`src/rtl/tpu_pkg.sv`:
```
// Shared encodings, default widths and width helpers for the tpu tile.
package tpu_pkg;

  localparam int unsigned DEF_N      = 4;
  localparam int unsigned DEF_DATA_W = 8;

  typedef enum logic [1:0] {
    OP_NOP    = 2'b00,
    OP_LOAD   = 2'b01,
    OP_MATMUL = 2'b10,
    OP_STORE  = 2'b11
  } op_e;

  typedef enum logic [1:0] {
    ST_IDLE    = 2'd0,
    ST_LOAD    = 2'd1,
    ST_COMPUTE = 2'd2,
    ST_STORE   = 2'd3
  } state_e;

  // Accumulator width: full signed product plus headroom for n terms.
  function automatic int unsigned acc_w(input int unsigned data_w, input int unsigned n);
    return 2 * data_w + $clog2(n);
  endfunction

endpackage

```
`src/rtl/tpu_pe.sv`:
```
// One systolic MAC element: signed multiply-accumulate with registered
// left->right and top->bottom operand pass-through.
module tpu_pe #(
  parameter int unsigned DATA_W = 8,
  parameter int unsigned ACC_W  = 18
) (
  input  logic              i_clk,
  input  logic              i_rst_n,
  input  logic              i_clr,
  input  logic              i_en,
  input  logic [DATA_W-1:0] i_left,
  input  logic [DATA_W-1:0] i_top,
  output logic [DATA_W-1:0] o_right,
  output logic [DATA_W-1:0] o_down,
  output logic [ACC_W-1:0]  o_acc
);

  localparam int unsigned PROD_W = 2 * DATA_W;

  logic signed [PROD_W-1:0] w_l;
  logic signed [PROD_W-1:0] w_t;
  logic signed [PROD_W-1:0] w_prod;
  logic        [ACC_W-1:0]  w_prod_ext;

  // Full-precision signed product, sign-extended to the accumulator width.
  assign w_l        = PROD_W'($signed(i_left));
  assign w_t        = PROD_W'($signed(i_top));
  assign w_prod     = w_l * w_t;
  assign w_prod_ext = ACC_W'(w_prod);

  // Accumulate and forward operands; clear restarts a fresh multiply.
  always_ff @(posedge i_clk or negedge i_rst_n) begin
    if (!i_rst_n) begin
      o_acc   <= '0;
      o_right <= '0;
      o_down  <= '0;
    end else if (i_clr) begin
      o_acc   <= '0;
      o_right <= '0;
      o_down  <= '0;
    end else if (i_en) begin
      o_acc   <= o_acc + w_prod_ext;
      o_right <= i_left;
      o_down  <= i_top;
    end
  end

endmodule

```
`src/rtl/tpu_tile.sv`:
```
// Single-tile matrix engine: instruction FSM, operand buffers, skewed feed
// sequencer, N x N systolic PE array and backpressured row store port.
module tpu_tile
  import tpu_pkg::*;
#(
  parameter int unsigned N      = DEF_N,
  parameter int unsigned DATA_W = DEF_DATA_W,
  parameter int unsigned ACC_W  = acc_w(DATA_W, N)
) (
  input  logic                i_clk,
  input  logic                i_rst_n,
  input  logic                i_instr_valid,
  input  logic [1:0]          i_instr_op,
  output logic                o_instr_ready,
  input  logic                i_ld_valid,
  input  logic [N*DATA_W-1:0] i_ld_left,
  input  logic [N*DATA_W-1:0] i_ld_top,
  output logic                o_ld_ready,
  output logic                o_st_valid,
  output logic [N*ACC_W-1:0]  o_st_data,
  output logic                o_st_last,
  input  logic                i_st_ready,
  output logic                o_busy
);

  localparam int unsigned CMP_CYC = 3 * N - 1;
  localparam int unsigned CNT_W   = $clog2(CMP_CYC);

  localparam logic [1:0] S_IDLE    = 2'(ST_IDLE);
  localparam logic [1:0] S_LOAD    = 2'(ST_LOAD);
  localparam logic [1:0] S_COMPUTE = 2'(ST_COMPUTE);
  localparam logic [1:0] S_STORE   = 2'(ST_STORE);

  logic [1:0]       r_state;
  logic [1:0]       w_state_nxt;
  logic [CNT_W-1:0] r_cnt;
  logic [CNT_W-1:0] w_cnt_nxt;
  logic             w_clr;
  logic             w_ld_fire;
  logic             w_en;

  logic [DATA_W-1:0] r_a [N][N];
  logic [DATA_W-1:0] r_b [N][N];

  logic [DATA_W-1:0] w_left [N];
  logic [DATA_W-1:0] w_top  [N];
  logic [DATA_W-1:0] w_h    [N][N+1];
  logic [DATA_W-1:0] w_v    [N+1][N];
  logic [ACC_W-1:0]  w_acc  [N][N];
  logic [N*ACC_W-1:0] w_row;
  logic               w_unused_edge;

  // Next-state and shared counter (load beat / feed step / store row).
  always_comb begin
    w_state_nxt = r_state;
    w_cnt_nxt   = r_cnt;
    w_clr       = 1'b0;
    w_ld_fire   = 1'b0;
    case (r_state)
      S_IDLE: begin
        w_cnt_nxt = '0;
        if (i_instr_valid) begin
          case (op_e'(i_instr_op))
            OP_LOAD:   w_state_nxt = S_LOAD;
            OP_MATMUL: begin
              w_state_nxt = S_COMPUTE;
              w_clr       = 1'b1;
            end
            OP_STORE:  w_state_nxt = S_STORE;
            default:   w_state_nxt = S_IDLE;
          endcase
        end
      end
      S_LOAD: begin
        if (i_ld_valid) begin
          w_ld_fire = 1'b1;
          if (r_cnt == CNT_W'(N - 1)) begin
            w_state_nxt = S_IDLE;
            w_cnt_nxt   = '0;
          end else begin
            w_cnt_nxt = r_cnt + CNT_W'(1);
          end
        end
      end
      S_COMPUTE: begin
        if (r_cnt == CNT_W'(CMP_CYC - 1)) begin
          w_state_nxt = S_IDLE;
          w_cnt_nxt   = '0;
        end else begin
          w_cnt_nxt = r_cnt + CNT_W'(1);
        end
      end
      S_STORE: begin
        if (i_st_ready) begin
          if (r_cnt == CNT_W'(N - 1)) begin
            w_state_nxt = S_IDLE;
            w_cnt_nxt   = '0;
          end else begin
            w_cnt_nxt = r_cnt + CNT_W'(1);
          end
        end
      end
      default: begin
        w_state_nxt = S_IDLE;
        w_cnt_nxt   = '0;
      end
    endcase
  end

  // Store row selected by the next counter value so st_data is registered.
  always_comb begin
    w_row = '0;
    for (int r = 0; r < int'(N); r++) begin
      for (int j = 0; j < int'(N); j++) begin
        if (int'(w_cnt_nxt) == r) w_row[j*ACC_W +: ACC_W] = w_acc[r][j];
      end
    end
  end

  // State, counter and registered handshake/status outputs.
  always_ff @(posedge i_clk or negedge i_rst_n) begin
    if (!i_rst_n) begin
      r_state       <= S_IDLE;
      r_cnt         <= '0;
      o_instr_ready <= 1'b1;
      o_ld_ready    <= 1'b0;
      o_st_valid    <= 1'b0;
      o_st_last     <= 1'b0;
      o_busy        <= 1'b0;
      o_st_data     <= '0;
    end else begin
      r_state       <= w_state_nxt;
      r_cnt         <= w_cnt_nxt;
      o_instr_ready <= (w_state_nxt == S_IDLE);
      o_ld_ready    <= (w_state_nxt == S_LOAD);
      o_st_valid    <= (w_state_nxt == S_STORE);
      o_st_last     <= (w_state_nxt == S_STORE) && (w_cnt_nxt == CNT_W'(N - 1));
      o_busy        <= (w_state_nxt != S_IDLE);
      o_st_data     <= w_row;
    end
  end

  // Operand buffers: beat i fills row i of A and column i of B.
  always_ff @(posedge i_clk or negedge i_rst_n) begin
    if (!i_rst_n) begin
      for (int i = 0; i < int'(N); i++) begin
        for (int k = 0; k < int'(N); k++) begin
          r_a[i][k] <= '0;
          r_b[i][k] <= '0;
        end
      end
    end else if (w_ld_fire) begin
      for (int i = 0; i < int'(N); i++) begin
        if (int'(r_cnt) == i) begin
          for (int k = 0; k < int'(N); k++) begin
            r_a[i][k] <= i_ld_left[k*DATA_W +: DATA_W];
            r_b[k][i] <= i_ld_top[k*DATA_W +: DATA_W];
          end
        end
      end
    end
  end

  // Skewed feed: edge lane i carries element (step - i), zero outside range.
  always_comb begin
    for (int i = 0; i < int'(N); i++) begin
      w_left[i] = '0;
      w_top[i]  = '0;
      if (r_state == S_COMPUTE) begin
        for (int m = 0; m < int'(N); m++) begin
          if (int'(r_cnt) == i + m) begin
            w_left[i] = r_a[i][m];
            w_top[i]  = r_b[m][i];
          end
        end
      end
    end
  end

  assign w_en = (r_state == S_COMPUTE);

  // PE array wiring.
  for (genvar gi = 0; gi < N; gi++) begin : g_edge
    assign w_h[gi][0] = w_left[gi];
    assign w_v[0][gi] = w_top[gi];
  end

  for (genvar gi = 0; gi < N; gi++) begin : g_row
    for (genvar gj = 0; gj < N; gj++) begin : g_col
      tpu_pe #(
        .DATA_W (DATA_W),
        .ACC_W  (ACC_W)
      ) u_pe (
        .i_clk   (i_clk),
        .i_rst_n (i_rst_n),
        .i_clr   (w_clr),
        .i_en    (w_en),
        .i_left  (w_h[gi][gj]),
        .i_top   (w_v[gi][gj]),
        .o_right (w_h[gi][gj+1]),
        .o_down  (w_v[gi+1][gj]),
        .o_acc   (w_acc[gi][gj])
      );
    end
  end

  // Operands leaving the far edges of the array have no consumer.
  always_comb begin
    w_unused_edge = 1'b0;
    for (int i = 0; i < int'(N); i++) begin
      w_unused_edge = w_unused_edge ^ (^w_h[i][N]) ^ (^w_v[N][i]);
    end
  end

endmodule

```
`config.mk`:
```
export PLATFORM = sky130hd
export DESIGN_NAME = tpu_tile
export DESIGN_NICKNAME = d
export VERILOG_FILES = /design/src/rtl/tpu_pkg.sv /design/src/rtl/tpu_pe.sv /design/src/rtl/tpu_tile.sv
export SDC_FILE = /design/constraint.sdc
export NUM_CORES = 2
export LEC_CHECK = 0
export ABC_AREA = 1
export CELL_PAD_IN_SITES_DETAIL_PLACEMENT = 1
export CELL_PAD_IN_SITES_GLOBAL_PLACEMENT = 2
export CORE_MARGIN = 1
export CORE_UTILIZATION = 41
export CTS_BUF_LIST = sky130_fd_sc_hd__clkbuf_16
export DETAILED_ROUTE_END_ITERATION = 8
export GPL_ROUTABILITY_DRIVEN = 1
export HOLD_SLACK_MARGIN = 0.12
export MAX_ROUTING_LAYER = met4
export PLACE_DENSITY = 0.88
export REMOVE_ABC_BUFFERS = 1
export SKIP_CTS_REPAIR_TIMING = 1
export SYNTH_ARGS = -nofsm -noshare
export SYNTH_HDL_FRONTEND = slang
export SYNTH_SLANG_ARGS = --single-unit
```
`constraint.sdc`:
```
create_clock -name i_clk -period 19.3 [get_ports i_clk]
set_clock_uncertainty 0.15 [all_clocks]
set_input_delay 4.825 -clock i_clk [delete_from_list [all_inputs] [get_ports i_clk]]
set_output_delay 4.825 -clock i_clk [all_outputs]
set_load 0.1 [all_outputs]
```
==> impl_metrics.py <==
metrics = {
    "clock_tree": {
        "cts_tree": "built",
        "cts.sinks": 819,
        "clk_latency_ps": 800,
        "clockBufferDepth": 3,
        "cts_buffers": 107,
        "clk_root_buffer_cell": "clkbuf_16",
        "h-tree-depth": 3,
        "clk_pin_slew_ps": 60,
    },
    "layout": {
        "finish.instance_area_um2": 95230,
        "multi_input_area_um2": 56810,
        "n_fill_cell": 26420,
        "fin_nets": 13080,
        "syn2layout_area_growth_pct": 8.606,
        "regArea_um2": 20500,
        "final_cells": 14290,
        "layout-drive-gt1-share": 0.02644,
    },
    "logic_synthesis": {
        "ys_types": 52,
        "ys_async_sr_fraction": 1.000,
        "yosysWarnings": 0,
        "synthFlopType": "dfrtp_1",
        "ys_ff_latch": 819,
        "avgSynthCellArea_um2": 7.640,
        "synth_area_leaders": "dfrtp_1, fa_1, nand2_1, ha_1, inv_1",
        "synth_fa_ha_area_frac": 0.3102,
        "syn_area_um2": 87690,
        "syn_inst": 11480,
        "yosys.area.top_type": "dfrtp_1",
        "synth_enable_flop_cells": 0,
        "yosysSeqAreaShare": 0.2337,
        "synth_compound_area_frac": 0.1023,
        "synth.area.mux_share": 0,
        "synth_top_cells_by_count": "nand2_1, inv_1, fa_1",
        "synth-simple-area-share": 0.2044,
        "yosysMostFrequentCell": "nand2_1",
        "synthXorXnorAreaFrac": 0.03006,
        "synth_top_area_frac": 0.2334,
        "synth_top_family_by_area": "adder cells",
    },
    "outcome": {
        "violations": "design-rule violations",
        "status": "finished, violations left",
    },
    "grt": {
        "grt_pass1_wl_um": 472800,
        "grt_pass1_vias": 82790,
        "grtUsageTotal": 0.2880,
        "antenna_found_initial": 13,
        "grt_start_max_net_pins": 145,
        "overflow": 0,
    },
    "setup_path": {
        "critical_path.endpoint_type": "flop",
        "max_stage_delay_ps": 660,
        "r2r-start": "r_cnt[0]$_DFF_PN0_",
        "required_ps": 19790,
        "slowest_stage": "nor3_1",
        "path_class": "flop to flop",
        "startpoint": "r_cnt[0]$_DFF_PN0_",
        "worstPathMaxFanout": 41,
        "arrival_ps": 9510,
        "critPathLaunchType": "flop",
    },
    "sta": {
        "fin_tns_setup_ps": 0,
        "slew_headroom": 0.2026,
        "setup_viol_count_final": 0,
        "hold_viol_final": 0,
        "maxSlewViolCount": 0,
        "layout_min_cycle_time_ps": 9020,
        "rsz0062_at_grt": "false",
        "hold_slack_ps": 327.5,
        "min_period_over_period": 0.4674,
        "worstMarginPinSlew_ps": 1196,
        "fmax_ghz": 0.1109,
    },
    "placement": {
        "numPlacedInstances": 14080,
        "dp_hpwl_um": 234700,
        "place_area_um2": 91510,
        "place_congestion": 0.8967,
        "numPortBuffers": 147,
    },
    "hold_path": {
        "hp-start": "r_b[43]$_DFFE_PN0P_",
        "hp-class": "flop to flop",
    },
    "routing": {
        "wl_um": 297500,
        "drt_iter0_markers": 4580,
        "vias": 76150,
        "first_pass_iters": 7,
        "drtAntennaViolNets": 0,
        "wl_per_cell_um": 20.82,
        "drc": 8,
        "viasPerCell": 5.330,
    },
    "die": {
        "die_x_um": 464.5,
        "initial_core_util": 0.4130,
        "die_area_um2": 215700,
        "die_h_um": 464.5,
        "placeableCoreArea_um2": 212300,
        "rows": 169,
        "io-pin-count": 148,
    },
    "power_and_ir_drop": {
        "p_total_mw": 12.92,
        "max-vdd-ir-drop_mv": 0.08803,
        "p_leak_nw": 50.90,
        "power_density_nw_per_um2": 135.7,
    },
    "job": {
        "maxCapViolCount": 0,
    },
}
==> metal layers <==
metal / part of all wire / wire [µm] / vias up / track usage
met3: 0.040 / 11960 / 389 / 0.02537
met4: 0.033 / 9818 / 0 / 0.09091
met1: 0.44 / 131300 / 38810 / 0.3700
li1: - / - / 35500 / -
met5: 0 / 0 / - / -
met2: 0.49 / 144400 / 1451 / 0.4797
==> layout by cell type (no fill, tap or decap), types with 120 or more instances in the layout <==
cell type        instances
nor2_1                 707
clkdlybuf4s50_1        146
fa_1                   897
o22ai_1                120
dfrtp_1                818
ha_1                   739
inv_1                 2327
xor2_1                 187
a21oi_1                485
nand2_1               2650
nand3_1                756
o21ai_0                710
==> flip-flops by register name, indices dropped and copies added (netlist names) <==
signal                    flops
g_row.g_col.u_pe.o_acc      288
r_a                         128
r_b                         128
g_row.g_col.u_pe.o_down      96
g_row.g_col.u_pe.o_right     96
o_st_data                    72
r_cnt                         4
r_state                       2
o_busy                        1
o_instr_ready                 1
o_ld_ready                    1
o_st_last                     1
o_st_valid                    1
==> cell families after synthesis <==
logic type,after synthesis
AOI/OAI and AO/OA,1618
and+or+nand+nor,4352
buffers and inverters,2751
DFF,819
xor gates and xnor gates,301
adders and majority gates,1636
==> through the flow <==
stage          utilization  worst slack [ps]
2_1_floorplan            -              2365
3_3_place_gp        0.4311             10540
3_5_place_dp        0.4311             10340
4_1_cts             0.4485             10290
5_1_grt             0.4485              9868
6_report            0.4486             10280
==> where the power goes <==
group | total [mW] | leakage (nW) | internal (mW) | switching (mW)
clock network | 2.15 | 1.84 | 1.24 | 0.914
registers | 3.26 | 10.8 | 2.38 | 0.880
logic | 7.50 | 38.3 | 2.29 | 5.22
total | 12.9 | 50.9 | 5.91 | 7.01
==> layout make-up <==
cell class | count | share of cell area
Clock inverter | 89 | 0.01054
Clock buffer | 108 | 0.02838
Sequential cell | 819 | 0.2152
Multi-Input combinational cell | 7907 | 0.5965
Tap cell | 2821 | 0.03706
Timing Repair Buffer | 192 | 0.01958
Antenna cell | 6 | 0.0001577
Inverter | 2344 | 0.09256
==> critical path, delay by kind of cell, from the launching register on <==
kind | cells | cell delay (ps)
xor gates and xnor gates | 1 | 140
and+or+nand+nor | 13 | 2910
adders and majority gates | 7 | 2980
DFF | 1 | 410
buffers and inverters | 8 | 1740
AOI/OAI and AO/OA | 3 | 440
==> path summary, 6_finish.rpt <==
path | endpoint | slack, ps | cells after the start
worst max-delay path | g_row[0].g_col[0].u_pe.o_acc[15]$_DFFE_PN0P_ | 10280 | 32
max in group asynchronous | g_row[2].g_col[3].u_pe.o_down[4]$_DFFE_PN0P_ | 11910 | 4
min in group asynchronous | g_row[3].g_col[1].u_pe.o_acc[17]$_DFFE_PN0P_ | 3840 | 1
worst max register to register | g_row[0].g_col[0].u_pe.o_acc[15]$_DFFE_PN0P_ | 10280 | 32
worst min register to register | r_b[43]$_DFFE_PN0P_ | 330 | 2
worst min-delay path | r_b[43]$_DFFE_PN0P_ | 330 | 2
No activity file was read; power rests on OpenSTA's default activity.
